## src/rtl/alu_mul_sequencer.sv

```systemverilog
// alu_mul_sequencer
//
// Initiator-side controller for the shared 8-bit adder ALU. It accepts an
// operand pair (x, y) over a valid/ready handshake and computes the low
// 8 bits of x*y by shift-and-add. Every add is done by the external ALU
// through alu_a/alu_b/alu_m. The product is returned over a second
// valid/ready handshake. The block has no adder of its own.
//
// Ports
//   clk          in   system clock, rising edge
//   reset        in   synchronous, active-high reset
//   start_valid  in   operand pair x/y is valid
//   start_ready  out  block can accept operands (IDLE only)
//   x            in   [7:0] multiplicand
//   y            in   [7:0] multiplier
//   alu_a        out  [7:0] ALU operand a (accumulator during RUN)
//   alu_b        out  [7:0] ALU operand b (shifted multiplicand during RUN)
//   alu_m        out  ALU mode, 1 = add, 0 = output zero
//   alu_out      in   [7:0] ALU result, combinational from alu_a/alu_b/alu_m
//   res_valid    out  product is valid
//   res_ready    in   consumer accepts product
//   product      out  [7:0] (x*y) mod 256
//
// Timing: start accepted at edge T, RUN for 8 cycles, res_valid high from
// cycle T+9. With res_ready held high, one product every 10 cycles.
//
// Optional build macro ALU_MUL_ZERO_SKIP_EN: RUN also ends as soon as the
// multiplier has no set bits left above the one being consumed. Results are
// unchanged; only the latency shrinks.

module alu_mul_sequencer (
  input  logic       clk,
  input  logic       reset,
  input  logic       start_valid,
  output logic       start_ready,
  input  logic [7:0] x,
  input  logic [7:0] y,
  output logic [7:0] alu_a,
  output logic [7:0] alu_b,
  output logic       alu_m,
  input  logic [7:0] alu_out,
  output logic       res_valid,
  input  logic       res_ready,
  output logic [7:0] product
);

  typedef enum logic [1:0] {
    StIdle,
    StRun,
    StDone
  } state_e;

  state_e     state_q, state_d;
  logic [7:0] mcand_q, mcand_d;
  logic [7:0] mplier_q, mplier_d;
  logic [7:0] acc_q, acc_d;
  logic [2:0] cnt_q, cnt_d;
  logic [7:0] product_q, product_d;
  logic       res_valid_q, res_valid_d;

  // Accumulator value after the current RUN step.
  logic [7:0] acc_step;
  // Current RUN step is the last one.
  logic       run_last;

  // ---------------------------------------------------------------------
  // Outputs: decoded from registered state only. Reset forces the
  // handshake-ready and ALU drive low in the same cycle it is asserted.
  // ---------------------------------------------------------------------
  always_comb begin
    start_ready = 1'b0;
    alu_a       = 8'h00;
    alu_b       = 8'h00;
    alu_m       = 1'b0;
    if (!reset) begin
      unique case (state_q)
        StIdle: begin
          start_ready = 1'b1;
        end
        StRun: begin
          alu_a = acc_q;
          alu_b = mcand_q;
          alu_m = mplier_q[0];
        end
        StDone: begin
          start_ready = 1'b0;
        end
        default: begin
          start_ready = 1'b0;
        end
      endcase
    end
  end

  assign res_valid = res_valid_q;
  assign product   = product_q;

  // ALU yields zero when m=0, so the accumulator must be held explicitly
  // rather than taking alu_out unconditionally.
  assign acc_step = mplier_q[0] ? alu_out : acc_q;

`ifdef ALU_MUL_ZERO_SKIP_EN
  // Once the remaining multiplier bits above bit 0 are all zero, every
  // further step would hold acc, so stop early.
  assign run_last = (cnt_q == 3'd7) || (mplier_q[7:1] == 7'd0);
`else
  assign run_last = (cnt_q == 3'd7);
`endif

  // ---------------------------------------------------------------------
  // Next-state logic
  // ---------------------------------------------------------------------
  always_comb begin
    state_d     = state_q;
    mcand_d     = mcand_q;
    mplier_d    = mplier_q;
    acc_d       = acc_q;
    cnt_d       = cnt_q;
    product_d   = product_q;
    res_valid_d = res_valid_q;

    unique case (state_q)
      StIdle: begin
        if (start_valid) begin
          mcand_d  = x;
          mplier_d = y;
          acc_d    = 8'h00;
          cnt_d    = 3'd0;
          state_d  = StRun;
        end
      end

      StRun: begin
        acc_d    = acc_step;
        // Bits shifted past bit 7 are dropped: arithmetic is mod 256.
        mcand_d  = {mcand_q[6:0], 1'b0};
        mplier_d = {1'b0, mplier_q[7:1]};
        cnt_d    = cnt_q + 3'd1;
        if (run_last) begin
          // Capture the freshly computed accumulator, not the old one.
          product_d   = acc_step;
          res_valid_d = 1'b1;
          state_d     = StDone;
        end
      end

      StDone: begin
        // product/res_valid hold until the consumer takes the result; no
        // new start is accepted here.
        if (res_ready) begin
          res_valid_d = 1'b0;
          state_d     = StIdle;
        end
      end

      default: begin
        state_d     = StIdle;
        res_valid_d = 1'b0;
      end
    endcase
  end

  // ---------------------------------------------------------------------
  // State registers, synchronous reset. Reset mid-operation discards the
  // in-flight operands and produces no result.
  // ---------------------------------------------------------------------
  always_ff @(posedge clk) begin
    if (reset) begin
      state_q     <= StIdle;
      mcand_q     <= 8'h00;
      mplier_q    <= 8'h00;
      acc_q       <= 8'h00;
      cnt_q       <= 3'd0;
      product_q   <= 8'h00;
      res_valid_q <= 1'b0;
    end else begin
      state_q     <= state_d;
      mcand_q     <= mcand_d;
      mplier_q    <= mplier_d;
      acc_q       <= acc_d;
      cnt_q       <= cnt_d;
      product_q   <= product_d;
      res_valid_q <= res_valid_d;
    end
  end

endmodule

```

## config.mk

```make
export PLATFORM = sky130hd
export DESIGN_NAME = alu_mul_sequencer
export DESIGN_NICKNAME = d
export VERILOG_FILES = /design/src/rtl/alu_mul_sequencer.sv
export SDC_FILE = /design/constraint.sdc
export NUM_CORES = 1
export LEC_CHECK = 0
export BUFFER_PORTS_ARGS = -buffer_cell sky130_fd_sc_hd__buf_2
export CAP_MARGIN = 10
export CORE_UTILIZATION = 46
export DETAILED_ROUTE_END_ITERATION = 8
export PLACE_DENSITY = 0.86
export SLEW_MARGIN = 40
export SYNTH_ARGS = -nofsm -noshare
export SYNTH_HDL_FRONTEND = slang
export SYNTH_SLANG_ARGS = --single-unit
```

## constraint.sdc

```tcl
create_clock -name clk -period 1.3 [get_ports clk]
set_input_delay 0.065 -clock clk [delete_from_list [all_inputs] [get_ports clk]]
set_output_delay 0.065 -clock clk [all_outputs]
set_load 0.03 [all_outputs]
```

==> reports/qor.yml <==
die_y_um: 66.2
status: "finished with violations"
multi_input_area_um2: 1120
crit_type: "flop to flop"
critPathLaunchType: "flop"
totalWireLength_um: 5500
rsz0062_at_grt: "yes"
dr.pass1.iters: 4
areaGrowthSynthToFinish_pct: 42.3
ant_nets: 0
cts_tree: "built"
routabilityCongestion: 0.786
slew_headroom: 0.779
io_buffer_count: 54
cts_root_buf: "clkbuf_8"
crit_slowest_cell: "dfxtp_4"
synth_area_um2: 1890
layout.area.seq_um2: 768
cp_num_buf_inv: 4
yosys_register_bits: 38
cellPowerDensity_nw_per_um2: 928
path_cells: "buf_4 > buf_6 > buf_4 > and3b_2 > buf_12 > nor2_2 > a211oi_2"
drtIter0Drc: 140
hold_path.class: "input pin to flop"
syn_avg_cell_area_um2: 9.33
hold_ws_ns: 0.0129
synth_fp_nets: 233
worst_pin_slew_ns: 0.331
stdcell_count: 316
setup_violations: 33
critPathMaxStageDelay_ns: 0.39
antenna_found_initial: 0
cts_buffer_depth: 2
antenna_cells: 0
core_area_um2: 3800
fin_tns_setup_ns: -4.27
grt_util_all_layers: 0.248
crit_path_frequent_cell: "buf_4"
skew_ns: 0.00326
cp.arrival_ns: 1.69
end_kind: "flop"
fin_nets: 298
ys_warn_count: 0
drive_gt1_frac: 0.507
synthMuxAreaShare: 0.0661
synth_compound_area_frac: 0.274
synth_xor_area_frac: 0
ys_types: 31
dpl_worst_slack_ns: -0.0763
cap_violations: 0
grt_pass1_wl_um: 8110
syn_inst: 203
io_pins: 55
crit_required_ns: 1.50
vdd_drop_max_mv: 0.540
via_per_inst: 5.71
leakage_nw: 1.16
cts.sinks: 38
violations: "negative setup slack"
finalHoldViolations: 0
die-area_um2: 4380
finalCritPeriodShare: 1.15
period_minus_slack_ns: 1.49
rows: 22
die_width_um: 66.2
synthAdderAreaFrac: 0.0132
avgRoutedWirePerCell_um: 17.4
yosys.area_share.simple: 0.157
grt_max_degree: 38
synth_top_family_by_area: "compound AO/OA/AOI/OAI gates"
slew_violations: 0
timing.fmax_ghz: 0.672
vias: 1805
crit_family: "buffers and inverters"
fin_util: 0.709
fin_ws_ns: -0.189
n_fill_cell: 268
drc: 0
grt_pass1_vias: 1628
place_inst: 301
place_hpwl_um: 3040
crit_fanout: 5
seq_area_frac_synth: 0.402
overflow: 0
htree_levels: 2
start_util: 0.498
clk_pin_slew_worst_paths_ns: 0.07
cts-buffers-inserted: 5
insertion_delay_ns: 0.29
## final cells by class
class | instances | share of cell area
well taps | 48 | 0.0223
multi-input cells | 132 | 0.415
clock inverters | 2 | 0.00372
inverters | 15 | 0.0209
repair buffers | 76 | 0.228
clock buffers | 5 | 0.0255
flip-flops and latches | 38 | 0.285
## cells in the mapped netlist
master    instances  area share
a211oi_1          7       0.028
a211oi_2          8       0.053
a21oi_1           8       0.021
a21oi_4           1      0.0086
a221oi_1          3       0.014
a221oi_2          3       0.024
a22o_1           18       0.083
a22oi_1           2      0.0079
and2_1           12       0.040
and2b_1           1      0.0040
and3b_1           1      0.0046
buf_2            12       0.032
buf_4             1      0.0040
buf_6             3       0.018
clkbuf_1          2      0.0040
dfxtp_1          38        0.40
ha_1              2       0.013
inv_1            15       0.030
mux2_4            1      0.0079
mux2i_1          11       0.058
nand2_1           1      0.0020
nand2b_1          1      0.0033
nand3b_1          2      0.0079
nor2_1           34       0.067
nor2b_1           1      0.0033
nor3_1            7       0.019
nor3b_2           1      0.0066
o21ai_0           3      0.0079
o21ba_1           1      0.0053
o21bai_4          1      0.0099
o221a_1           2       0.012
## power by group
group	total, W	switching (W)	internal (W)
clock network	0.000763	0.000403	0.000360
registers	0.00126	0.0000378	0.00122
logic	0.000479	0.000259	0.000220
total	0.00250	0.000700	0.00180
## per-stage QoR
stage                     total power (W)  instance area, um^2
after floorplan                   0.00156                 1920
after CTS                         0.00245                 2540
after global placement            0.00166                 2260
final                             0.00250                 2690
after global routing              0.00260                 2690
after detailed placement          0.00167                 2260
## sequential cells by signal, indices dropped and copies added, names as in the netlist
signal / cells
res_valid: 1
mplier_q: 8
cnt_q: 3
acc_q: 8
mcand_q: 8
state_q: 2
product: 8
## cell families after synthesis
family / Yosys count
simple gates: 61
compound gates: 57
flops: 38
buf+inv: 33
mux: 12
fa+ha+maj: 2
## path summary, 6_finish.rpt
| kind | start | end | slack (ns) | depth (start not counted) |
|---|---|---|---|---|
| worst min register to register | mplier_q[2] | mplier_q[2] | 0.48 | 2 |
| worst max-delay path | state_q[0] | product[2] | -0.19 | 7 |
| worst max register to register | state_q[0] | product[2] | -0.19 | 7 |
| worst min-delay path | alu_out[1] | acc_q[1] | 0.01 | 2 |
## metal layers
| metal | vias up | GRT usage | wire (um) |
|---|---|---|---|
| met5 | - | 0 | 0 |
| met2 | 57 | 0.402 | 2760 |
| met3 | 10 | 0.0534 | 270 |
| li1 | 847 | - | - |
| met1 | 891 | 0.325 | 2400 |
| met4 | 0 | 0.0851 | 80 |
## cell usage in the layout (no fill, tap or decap), types with 2 or more instances in the layout
cell	synthesis	layout
nand3b_1	2	2
clkinv_2	0	2
nor3_2	0	4
buf_4	1	19
mux2i_1	11	11
ha_4	0	2
clkbuf_8	0	5
nor2_1	34	26
a211oi_2	8	9
a21oi_1	8	6
buf_6	3	16
a21oi_2	0	2
buf_2	12	36
nor2_2	0	5
o221a_1	2	2
a221oi_1	3	3
nor3_1	7	2
dfxtp_1	38	34
a22o_1	18	18
dfxtp_2	0	3
clkbuf_16	0	2
a211oi_1	7	6
o21ai_0	3	3
nor2_4	0	3
buf_12	0	3
inv_1	15	14
and2_4	0	11
a22oi_1	2	2
a221oi_2	3	3
## what timing repair did
action                                  in CTS  in global routing
hold buffers                                 0                  0
pin swaps                                    1                 12
cloned                                       1                  3
endpoints found under the setup margin      29                 45
setup buffers                                2                  3
gates resized for setup                     48                 33
No activity file was read; power rests on OpenSTA's default activity.
